$ cat config.mk
export PLATFORM = sky130hd
export DESIGN_NAME = dl11_rx
export DESIGN_NICKNAME = d
export VERILOG_FILES = /design/src/rtl/dl11_rx_pkg.sv /design/src/rtl/rx_fifo4.sv /design/src/rtl/dl11_rx.sv
export SDC_FILE = /design/constraint.sdc
export NUM_CORES = 1
export LEC_CHECK = 0
export CORE_UTILIZATION = 50
export CTS_CLUSTER_DIAMETER = 30
export CTS_CLUSTER_SIZE = 10
export DETAILED_ROUTE_END_ITERATION = 10
export PLACE_DENSITY = 0.74
export SYNTH_ARGS = -nofsm -noshare
export SYNTH_HDL_FRONTEND = slang
export SYNTH_HIERARCHICAL = 1
export SYNTH_SLANG_ARGS = --single-unit
$ cat constraint.sdc
create_clock -name clk -period 2.5 [get_ports clk]
set_input_delay 0.25 -clock clk [delete_from_list [all_inputs] [get_ports clk]]
set_output_delay 0.25 -clock clk [all_outputs]
set_load 0.01 [all_outputs]
$ cat src/rtl/dl11_rx_pkg.sv
// Shared types and constants for the DL11 console receiver.
package dl11_pkg;

  // Receiver FSM states; encoding is fixed so it can be probed in the field.
  typedef enum logic [2:0] {
    IDLE   = 3'd0,
    START  = 3'd1,
    DATA   = 3'd2,
    STOP   = 3'd3,
    WAITHI = 3'd4
  } dl11_state_e;

  // 326 clocks per 16x tick gives 9600 baud from a 50 MHz clock.
  localparam int DL11_DIV_DEFAULT = 326;

  // Receive buffer depth in characters.
  localparam int DL11_FIFO_DEPTH = 4;

endpackage

$ cat src/rtl/rx_fifo4.sv
// 4-entry x 9-bit synchronous FIFO holding {ferr, data} characters.
// A push into a full FIFO is accepted only if a pop frees a slot in the same cycle.
module rx_fifo4
  import dl11_pkg::*;
(
  input  logic       clk,
  input  logic       reset,
  input  logic       push,
  input  logic       pop,
  input  logic [8:0] din,
  output logic [8:0] dout,
  output logic       empty,
  output logic       full
);

  logic [8:0] r_mem [DL11_FIFO_DEPTH];
  logic [1:0] r_wr_ptr;
  logic [1:0] r_rd_ptr;
  logic [2:0] r_count;
  logic       w_pop;
  logic       w_push;

  assign empty  = (r_count == 3'd0);
  assign full   = (r_count == 3'(DL11_FIFO_DEPTH));
  assign w_pop  = pop && !empty;
  assign w_push = push && (!full || w_pop);

  // Head entry is read straight out of the storage registers.
  assign dout = r_mem[r_rd_ptr];

  // Storage: cleared on reset so the head reads as zero when empty after reset.
  always_ff @(posedge clk) begin
    if (reset) begin
      for (int i = 0; i < DL11_FIFO_DEPTH; i++) begin
        r_mem[i] <= '0;
      end
    end else if (w_push) begin
      r_mem[r_wr_ptr] <= din;
    end
  end

  // Pointers and occupancy; 2-bit pointers wrap naturally at depth 4.
  always_ff @(posedge clk) begin
    if (reset) begin
      r_wr_ptr <= '0;
      r_rd_ptr <= '0;
      r_count  <= '0;
    end else begin
      if (w_push) begin
        r_wr_ptr <= r_wr_ptr + 2'd1;
      end
      if (w_pop) begin
        r_rd_ptr <= r_rd_ptr + 2'd1;
      end
      case ({w_push, w_pop})
        2'b10:   r_count <= r_count + 3'd1;
        2'b01:   r_count <= r_count - 3'd1;
        default: r_count <= r_count;
      endcase
    end
  end

endmodule

$ cat src/rtl/dl11_rx.sv
// DL11 console receiver: line synchroniser, 16x tick divider, 8N1 deserialiser
// and a 4-character receive FIFO with framing-error and overrun reporting.
module dl11_rx
  import dl11_pkg::*;
#(
  parameter int DIVISOR = DL11_DIV_DEFAULT
) (
  input  logic       clk,
  input  logic       reset,
  input  logic       rs232_rx,
  input  logic       rx_rd,
  input  logic       rx_clr,
  output logic [7:0] rx_data,
  output logic       rx_ferr,
  output logic       rx_ready,
  output logic       rx_overrun,
  output logic       rx_active
);

  logic        r_sync1;
  logic        r_sync2;
  logic        w_rxs;
  logic [15:0] r_div_cnt;
  logic        w_tick;

  dl11_state_e r_state;
  dl11_state_e w_state_next;
  logic [3:0]  r_sc;
  logic [3:0]  w_sc_next;
  logic [2:0]  r_bc;
  logic [2:0]  w_bc_next;
  logic [7:0]  r_shift;
  logic [7:0]  w_shift_next;
  logic        r_push;
  logic        w_push_next;
  logic        r_push_ferr;
  logic        w_ferr_next;

  logic [8:0]  w_fifo_dout;
  logic        w_fifo_empty;
  logic        w_fifo_full;
  logic        w_overrun_evt;

  // Two-flop synchroniser; resets to the idle (mark) level.
  always_ff @(posedge clk) begin
    if (reset) begin
      r_sync1 <= 1'b1;
      r_sync2 <= 1'b1;
    end else begin
      r_sync1 <= rs232_rx;
      r_sync2 <= r_sync1;
    end
  end

  assign w_rxs = r_sync2;

  // Free-running oversample divider; never realigned to the start edge.
  always_ff @(posedge clk) begin
    if (reset || w_tick) begin
      r_div_cnt <= '0;
    end else begin
      r_div_cnt <= r_div_cnt + 16'd1;
    end
  end

  assign w_tick = (r_div_cnt == 16'(DIVISOR - 1));

  // Receiver state registers.
  always_ff @(posedge clk) begin
    if (reset) begin
      r_state     <= IDLE;
      r_sc        <= '0;
      r_bc        <= '0;
      r_shift     <= '0;
      r_push      <= 1'b0;
      r_push_ferr <= 1'b0;
    end else begin
      r_state     <= w_state_next;
      r_sc        <= w_sc_next;
      r_bc        <= w_bc_next;
      r_shift     <= w_shift_next;
      r_push      <= w_push_next;
      r_push_ferr <= w_ferr_next;
    end
  end

  // Next-state logic: start qualification at mid start bit, then one sample
  // every 16 ticks for eight data bits and the stop bit.
  always_comb begin
    w_state_next = r_state;
    w_sc_next    = r_sc;
    w_bc_next    = r_bc;
    w_shift_next = r_shift;
    w_push_next  = 1'b0;
    w_ferr_next  = r_push_ferr;
    case (r_state)
      IDLE: begin
        if (w_tick && !w_rxs) begin
          w_state_next = START;
          w_sc_next    = '0;
        end
      end
      START: begin
        if (w_tick) begin
          if (r_sc == 4'd7) begin
            w_sc_next = '0;
            if (!w_rxs) begin
              w_state_next = DATA;
              w_bc_next    = '0;
            end else begin
              w_state_next = IDLE;
            end
          end else begin
            w_sc_next = r_sc + 4'd1;
          end
        end
      end
      DATA: begin
        if (w_tick) begin
          if (r_sc == 4'd15) begin
            w_sc_next          = '0;
            w_shift_next[r_bc] = w_rxs;
            if (r_bc == 3'd7) begin
              w_state_next = STOP;
            end else begin
              w_bc_next = r_bc + 3'd1;
            end
          end else begin
            w_sc_next = r_sc + 4'd1;
          end
        end
      end
      STOP: begin
        if (w_tick) begin
          if (r_sc == 4'd15) begin
            w_sc_next    = '0;
            w_push_next  = 1'b1;
            w_ferr_next  = !w_rxs;
            w_state_next = w_rxs ? IDLE : WAITHI;
          end else begin
            w_sc_next = r_sc + 4'd1;
          end
        end
      end
      WAITHI: begin
        // Hold off through a break until the line returns to mark.
        if (w_tick && w_rxs) begin
          w_state_next = IDLE;
        end
      end
      default: begin
        w_state_next = IDLE;
      end
    endcase
  end

  rx_fifo4 u_fifo (
    .clk   (clk),
    .reset (reset),
    .push  (r_push),
    .pop   (rx_rd),
    .din   ({r_push_ferr, r_shift}),
    .dout  (w_fifo_dout),
    .empty (w_fifo_empty),
    .full  (w_fifo_full)
  );

  // A pop in the same cycle frees the slot, so only a push against a full,
  // unread FIFO is an overrun.
  assign w_overrun_evt = r_push && w_fifo_full && !rx_rd;

  // Sticky overrun flag; a new overrun beats a simultaneous clear.
  always_ff @(posedge clk) begin
    if (reset) begin
      rx_overrun <= 1'b0;
    end else if (w_overrun_evt) begin
      rx_overrun <= 1'b1;
    end else if (rx_clr) begin
      rx_overrun <= 1'b0;
    end
  end

  assign rx_data   = w_fifo_dout[7:0];
  assign rx_ferr   = w_fifo_dout[8];
  assign rx_ready  = !w_fifo_empty;
  assign rx_active = (r_state == START) || (r_state == DATA) || (r_state == STOP);

endmodule

-- Yosys cells after proc, flatten, opt, wreduce, memory -nomap -nowiden
Memory sizes are Yosys's and may differ from the RTL's. A register that Yosys moved wholly into a read port is not among the register bits.
Index checks and enable logic that the tools add are counted.
- latch bits: 0
- memory bits (writable): 36
- input port bits: 5
- memories: 1
- memory bits (read-only): 0
- output and inout bits: 12
- word-level logic and storage cells: 119
- register bits: 46
- divide/modulo/power cells: 0
- $add $sub $neg: 7
- multipliers: 0
- bitwise logic cells: 2
- $lt $le $gt $ge: 2
- multiplexer cells: 42
- shift-type cells: 0
- reductions and logical operators: 29
- equal/unequal tests: 23
- memories (memory ; words ; bits a word ; rd ports ; clocked after memory_dff ; wr ports ; line ; source):
    u_fifo.r_mem ; 4 ; 9 ; 1 ; 1 ; 4 ; rx_fifo4.sv:16 ; logic [8:0] r_mem [DL11_FIFO_DEPTH];
- operators with widths (cell ; number):
    $mux W3 ; 16
    $ne A2 B2 Y1 const B ; 11
    $mux W4 ; 5
    $add A16 B1 Y16 const B ; 1
    $eq A16 B9 Y1 const B ; 1
    $pmux W3 S5 ; 1
    $pmux W3 S2 ; 2
    $pmux W4 S3 ; 1
    $mux W1 ; 10
    $eq A3 B3 Y1 const B ; 3
    $mux W9 ; 1
    $reduce_and A9 Y1 ; 1
    $reduce_or A9 Y1 ; 1
    $bwmux W8 ; 1
    $mux W2 ; 4
    $logic_and A1 B1 Y1 ; 7
    $reduce_and A7 Y1 ; 1
    $add A3 B1 Y3 const B ; 2
    $eq A3 B2 Y1 const B ; 2
    $logic_not A3 Y1 ; 2
    $reduce_and A3 Y1 ; 2
    $reduce_bool A2 Y1 ; 3
    $add A2 B1 Y2 const B ; 2
    $add A4 B1 Y4 const B ; 1
    17 further kinds ; 24

-- Depth between registers and ports, before layout
Gate-level depths: netlist of run 1.
- word-level depth: 10
- gate-level depth with buffers: 8
- depth with buffers taken out: 6

-- Hierarchy
The synthesis of run 1 kept the hierarchy.
- by module, submodules not included (module ; sequential area each (um^2) ; cells each ; instances ; area an instance (um^2)):
    dl11_rx ; 780.7 ; 230 ; 1 ; 2049.5
    rx_fifo4 ; 1261.2 ; 140 ; 1 ; 2049.5

-- Worst setup path before layout of run 1
OpenSTA, ideal clock, no wires.
- path kind: reg2reg
- from: reg u_fifo.r_count[2]
- to: reg u_fifo.r_count[2]
- setup slack: 0.684 ns
- data required time: 2.379 ns
- clock period less this slack: 1.816 ns
- cell stages (with the launch flop): 6
- setup time: 0.121 ns
- data arrival time: 1.695 ns
- path buffers: 0
- cell sequence: dfxtp_1 > o31a_1 > nand2b_1 > fa_1 > o31ai_2 > mux2_4
- longest elaborated chain between the ends: 7
- elaborated cells on any way between the ends: 13
- classes of those cells: add/sub: 2; eq/ne: 3; mux: 1; reduce/logical: 7
- RTL lines (element ; line ; source):
    from (decl) ; rx_fifo4.sv:19 ; logic [2:0] r_count;
    from (signal assigned) ; rx_fifo4.sv:56 ; 2'b10: r_count <= r_count + 3'd1;
    from (signal assigned) ; rx_fifo4.sv:57 ; 2'b01: r_count <= r_count - 3'd1;
    from (signal assigned) ; rx_fifo4.sv:58 ; default: r_count <= r_count;
    $logic_not A3 Y1 ; rx_fifo4.sv:23 ; assign empty = (r_count == 3'd0);
    $logic_not A1 Y1 ; rx_fifo4.sv:25 ; assign w_pop = pop && !empty;
    $logic_and A1 B1 Y1 ; rx_fifo4.sv:25 ;
    $logic_or A1 B1 Y1 ; rx_fifo4.sv:26 ; assign w_push = push && (!full || w_pop);
    $logic_and A1 B1 Y1 ; rx_fifo4.sv:26 ;
    $eq A2 B1 Y1 or $eq A2 B2 Y1 (tied branches) ; rx_fifo4.sv:55 ; case ({w_push, w_pop})
    $pmux W3 S2 or $reduce_bool A2 Y1 (tied branches) ; -- ;
Several ways; a longest one is shown, not always the timed one.
A chain may end at the register's enable or synchronous reset.

==> impl_metrics.json, run 1 <==
{
  "via_per_inst": 5.560,
  "crit_chain": "buf_4 > mux4_2 > clkdlybuf4s50_1",
  "port_buffers": 16,
  "tightest_slew_ps": 939.5,
  "slowest_stage": "mux4_2",
  "grt_pass1_wl_mm": 12.98,
  "cp.arrival_ps": 2100,
  "crit_required_ps": 2250,
  "async_flop_share_pct": 0,
  "drc": 0,
  "synth-seq-cells": 84,
  "clk_path_buf_depth": 2,
  "postCtsSetupRepairBufs": 0,
  "fin_crit_sh_pct": 93.81,
  "first_global_vias": 2721,
  "synth_nets": 381,
  "vdd_drop_max_mv": 0.2934,
  "drt-pass1-iter-count": 4,
  "fill_cells": 670,
  "clock_latency_ps": 350,
  "initial_core_util_pct": 52.23,
  "die_y_um": 92.54,
  "numCtsBuffers": 9,
  "whs_ps": 415.1,
  "grt_setup_unrepaired": "no",
  "critPathTopFamily": "buffers and inverters",
  "p_leak_nw": 1.525,
  "clkSlewWorstSetupHoldPaths_ps": 90,
  "root_buffer": "clkbuf_8",
  "core_area_um2": 7848,
  "cts_tree": "built",
  "ys_warn_count": 6,
  "grtUsageTotal_pct": 19.57,
  "clkSinkCount": 84,
  "vias": 2752,
  "drt-total-wl_mm": 7.470,
  "hold_path.class": "reg -> reg",
  "die-area_um2": 8564,
  "status": "finished, final reports clean",
  "final_common_cell": "dfxtp_1",
  "cp-end-kind": "output pin",
  "antenna_found_initial": 0,
  "skew_ps": 10.62,
  "most-common-layout-cells": "48 x dfxtp_1, 38 x and2_1, 36 x edfxtp_1, 33 x nor2_1",
  "post_cts_resized": 0,
  "die_w_um": 92.54,
  "p_per_area_nw_per_um2": 580.6,
  "slowest_delay_ps": 520,
  "slew_viol_final": 0,
  "netlist_instances": 370,
  "final.setup.tns_ps": 0,
  "rows": 32,
  "r2r_start": "r_state[2]$_SDFFE_PP0P_",
  "synth_cell_types": 63,
  "finalCriticalPeriod_ps": 2345,
  "setup_violations": 0,
  "seq_area_frac_synth_pct": 49.82,
  "drv_cap": 0,
  "hold_buffers": 0,
  "grt_overflow_total": 0,
  "drtAntennaViolNets": 0,
  "drtIter0Drc": 140,
  "netlist_area_um2": 4099,
  "dp_hpwl_mm": 5.087,
  "grt_max_degree": 39,
  "maxSlewHeadroom_pct": 37.24,
  "place.gp.congestion": 0.7614,
  "wl_per_cell_um": 15.09,
  "path_buf_inv": 2,
  "synth_flop_cell": "dfxtp_1",
  "cp-start-kind": "flop",
  "htreeDepth": 3,
  "timing.fmax_mhz": 426.4,
  "crit_type": "reg -> out",
  "synth_edf_count": 36,
  "drive_gt1_share_pct": 12.72,
  "hold_viol": 0,
  "avgSynthCellArea_um2": 11.08,
  "num_antenna_cells": 0,
  "syn_to_final_growth_pct": 12.06,
  "ios": 17,
  "worst-path-max-fanout": 6,
  "hp-start": "r_sync1$_SDFF_PP1_",
  "nNetsFinal": 399
}
final cells by class:
cell class                      count  area (um^2)  share of cell area (%)
Sequential cell                    84         2042                   44.46
Multi-Input combinational cell    264         1959                   42.66
Timing Repair Buffer               23        212.7                   4.631
Tap cell                          102        127.6                   2.779
Clock buffer                        9        123.9                   2.697
Clock inverter                      7        105.1                   2.288
Inverter                            6        22.52                  0.4903
path summary, 6_finish.rpt:
| path | slack (ps) | to | cells after the start |
|---|---|---|---|
| hold reg to reg | 420 | r_sync2$_SDFF_PP1_ | 1 |
| hold / removal | 420 | r_sync2$_SDFF_PP1_ | 1 |
| setup reg to reg | 480 | r_push_ferr$_SDFFE_PP0P_ | 4 |
| setup / recovery | 150 | rx_data[1] | 3 |
report_power, final:
part           leakage, nW  switching (mW)  internal [mW]
combinational        0.674          0.0469         0.0448
clock                0.112           0.524          0.578
sequential           0.738          0.0151           1.46
state kept, by name, indices dropped and copies added, names as in the netlist, 2 cells and up, named ones only:
register,count
u_fifo/r_mem,36
r_shift,8
r_bc,3
u_fifo/r_count,3
u_fifo/r_wr_ptr,2
r_state,3
r_div_cnt,16
r_sc,4
u_fifo/r_rd_ptr,2
worst register-to-register path, cell delays in order (launching register included):
cell and delay [ps]:
dfxtp_1 610, o21bai_1 260, a31oi_1 160, or4b_1 600, mux2_2 290
synthesized netlist by cell type (7+ instances only):
cell | count | area share, %
nor3_1 | 7 | 0.85
edfxtp_1 | 36 | 26
nor2_1 | 33 | 3.0
dfxtp_1 | 48 | 23
or4_1 | 8 | 1.5
a21oi_1 | 13 | 1.6
o21ai_0 | 7 | 0.85
nand2_1 | 12 | 1.1
xor2_1 | 13 | 2.8
xnor2_1 | 7 | 1.5
nand3_1 | 8 | 0.98
clkbuf_1 | 8 | 0.73
nand2b_1 | 16 | 2.4
nand4_1 | 7 | 1.1
and2_1 | 38 | 5.8
mux4_2 | 9 | 4.9
cells by family after synthesis:
kind of cell	count (synthesis)	synth area share [%]
xor+xnor	20	4.274
simple gates	174	26.74
flops	84	49.82
buf+inv	22	2.381
fa+ha+maj	6	2.015
compound gates	47	7.723
mux	17	7.051
per-stage QoR:
| step | setup slack, ps | utilization [%] | area (um^2) | std cells | power (mW) |
|---|---|---|---|---|---|
| final | 154.9 | 58.53 | 4593 | 495 | 2.667 |
| after detailed placement | 242.0 | 55.61 | 4364 | 479 | 1.599 |
| after global placement | 267.3 | 55.61 | 4364 | 479 | 1.595 |
| after global routing | 67.22 | 58.53 | 4593 | 495 | 2.774 |
| after floorplan | 683.5 | - | 4099 | 370 | 1.555 |
| after CTS | 108.2 | 58.53 | 4593 | 495 | 2.691 |
per-layer routing:
layer	global-route usage [%]	vias up	part of all wire (%)	wire length, um
met5	0	-	0	0
met4	7.943	0	1.4	102
met3	3.777	9	2.7	200
met2	31.23	34	48	3566
met1	26.13	1305	48	3600
li1	-	1404	-	-
(Power assumes the default switching activity.)
==> inputs of run 2 (changes only) <==
--- a/config.mk
+++ b/config.mk
@@ -5,10 +5,12 @@
 export SDC_FILE = /design/constraint.sdc
 export NUM_CORES = 1
 export LEC_CHECK = 0
+export CORE_MARGIN = 1
 export CORE_UTILIZATION = 50
 export CTS_CLUSTER_DIAMETER = 30
 export CTS_CLUSTER_SIZE = 10
 export DETAILED_ROUTE_END_ITERATION = 10
+export HOLD_SLACK_MARGIN = 0.02
 export PLACE_DENSITY = 0.74
 export SYNTH_ARGS = -nofsm -noshare
 export SYNTH_HDL_FRONTEND = slang
==> results of run 2 <==
No change in the layout: final DEF, timing and power equal those of run 1.
==> inputs of run 3 (changes only) <==
--- a/config.mk
+++ b/config.mk
@@ -5,7 +5,7 @@
 export SDC_FILE = /design/constraint.sdc
 export NUM_CORES = 1
 export LEC_CHECK = 0
-export CORE_MARGIN = 1
+export CORE_MARGIN = 8
 export CORE_UTILIZATION = 50
 export CTS_CLUSTER_DIAMETER = 30
 export CTS_CLUSTER_SIZE = 10
==> run 3 against run 2 <==
- clock skew is essentially flat
- non-clock buffer count grew 2
- largest cell class unchanged
- worst setup slack gained 170 ps
- clock power shrank 15%
- first-iteration DRC count shrank 14%
- maximum frequency grew 7.6%
==> impl_metrics.json, run 3 (synthesis gave the netlist of run 1 again) <==
{
  "crit_type": "reg -> reg",
  "drt-total-wl_mm": 7.584,
  "hold_buffers": 0,
  "status": "finished, final reports clean",
  "antenna_found_initial": 0,
  "drv_cap": 0,
  "top_regs": "u_fifo/r_mem (36), r_div_cnt (16), r_shift (8)",
  "numCtsBuffers": 9,
  "fin_crit_sh_pct": 87.20,
  "grt_max_degree": 40,
  "timing.fmax_mhz": 458.7,
  "final.setup.tns_ps": 0,
  "layout_setup_ws_ps": 319.9,
  "dp_slack_ps": 235.6,
  "hold_path.class": "reg -> reg",
  "vias": 2786,
  "grt_overflow_total": 0,
  "clkSinkCount": 84,
  "drtIter0Drc": 121,
  "power_frac_comb_pct": 3.7,
  "p_per_area_nw_per_um2": 545.9,
  "slowest_stage": "nand4_2",
  "maxSlewHeadroom_pct": 33.92,
  "htreeDepth": 3,
  "clkSlewWorstSetupHoldPaths_ps": 100,
  "slew_viol_final": 0,
  "grt_setup_unrepaired": "no",
  "cp-start-kind": "flop",
  "seqPwrFrac_pct": 59.0,
  "initial_core_util_pct": 50.65,
  "grtUsageTotal_pct": 13.96,
  "crit_chain": "ha_1 > and4bb_2 > nand4_2 > buf_4 > a21oi_1 > mux2i_1",
  "cp.arrival_ps": 2450,
  "drt-pass1-iter-count": 5,
  "drtAntennaViolNets": 0,
  "slowest_delay_ps": 440,
  "finalNonFillerCells": 500,
  "postCtsSetupRepairBufs": 0,
  "swShare_pct": 24.32,
  "pwr-share-clk_pct": 37.3,
  "place.gp.congestion": 0.7762,
  "nNetsFinal": 401,
  "cp-end-kind": "flop",
  "largest_register_ffs": 36,
  "internal_power_mw": 1.891,
  "gr-usage-met3_pct": 2.601,
  "final_common_cell": "dfxtp_1",
  "tightest_slew_ps": 989.2,
  "top_register": "u_fifo/r_mem",
  "switchingPower_mw": 0.6077,
  "crit_required_ps": 2770,
  "rows": 33,
  "root_buffer": "clkbuf_8",
  "power.total_mw": 2.499,
  "die_y_um": 106.5,
  "cts_tree": "built",
  "grt_pass1_wl_mm": 12.93,
  "path_buf_inv": 1,
  "hold_viol": 0,
  "drive_gt1_share_pct": 13.16,
  "reg2reg_depth": 6,
  "worst-path-max-fanout": 24,
  "via_per_inst": 5.572,
  "wl_per_cell_um": 15.17,
  "whs_ps": 418.6,
  "drc": 0,
  "use_met2_pct": 23.01,
  "most-common-layout-cells": "48 x dfxtp_1, 38 x and2_1, 36 x edfxtp_1, 33 x nor2_1",
  "hold_depth": 1,
  "first_global_vias": 2666,
  "gr-usage-met1_pct": 18.26,
  "port_buffers": 16,
  "crit_cells": 6,
  "syn_to_final_growth_pct": 11.69,
  "dp_cells": 484,
  "gr-max-usage-layer": "met2",
  "p_leak_nw": 1.515,
  "die_w_um": 106.5,
  "core_area_um2": 8093,
  "vdd_drop_max_mv": 0.2425,
  "critPathTopFamily": "simple AND/OR/NAND/NOR gates",
  "skew_ps": 10.64,
  "finalCriticalPeriod_ps": 2180,
  "die-area_um2": 11350,
  "ios": 17,
  "setup_violations": 0,
  "post_cts_resized": 0,
  "dp_hpwl_mm": 5.219,
  "num_antenna_cells": 0,
  "clk_path_buf_depth": 2,
  "clock_latency_ps": 340
}
==> run 3: area by class of cell <==
type | instances | area, um^2
inverters | 6 | 22.52
multi-input cells | 264 | 1959
repair buffers | 25 | 227.7
flip-flops and latches | 84 | 2042
fillers | 736 | 3515
clock inverters | 7 | 71.32
clock buffers | 9 | 123.9
well taps | 105 | 131.4
==> run 3: path summary, 6_finish.rpt <==
| path | start | endpoint | slack (ps) |
|---|---|---|---|
| worst max-delay path | r_div_cnt[0]$_SDFF_PP0_ | r_bc[2]$_SDFFE_PP0P_ | 320 |
| worst min register to register | r_sync1$_SDFF_PP1_ | r_sync2$_SDFF_PP1_ | 420 |
| worst min-delay path | r_sync1$_SDFF_PP1_ | r_sync2$_SDFF_PP1_ | 420 |
| worst max register to register | r_div_cnt[0]$_SDFF_PP0_ | r_bc[2]$_SDFFE_PP0P_ | 320 |
==> run 3: power groups by stage <==
| stage | sequential [mW] | combinational [mW] | clock, mW |
|---|---|---|---|
| after global routing | 1.48 | 0.103 | 1.01 |
| after global placement | 1.50 | 0.0920 | 0 |
| final | 1.47 | 0.0931 | 0.932 |
| after detailed placement | 1.51 | 0.0952 | 0 |
| after floorplan | 1.50 | 0.0567 | 0 |
| after CTS | 1.47 | 0.0954 | 0.953 |
==> run 3: per-layer routing <==
| metal | part of all wire (%) | vias up |
|---|---|---|
| met5 | 0 | - |
| met1 | 46 | 1335 |
| met2 | 50 | 37 |
| met4 | 0.69 | 0 |
| li1 | - | 1408 |
| met3 | 2.9 | 6 |
==> run 3: stage by stage <==
stage | cell area, um^2 | util (%)
final | 4578 | 56.57
after global routing | 4578 | 56.57
after CTS | 4578 | 56.57
after detailed placement | 4383 | 54.16
after global placement | 4383 | 54.16
after floorplan | 4099 | -
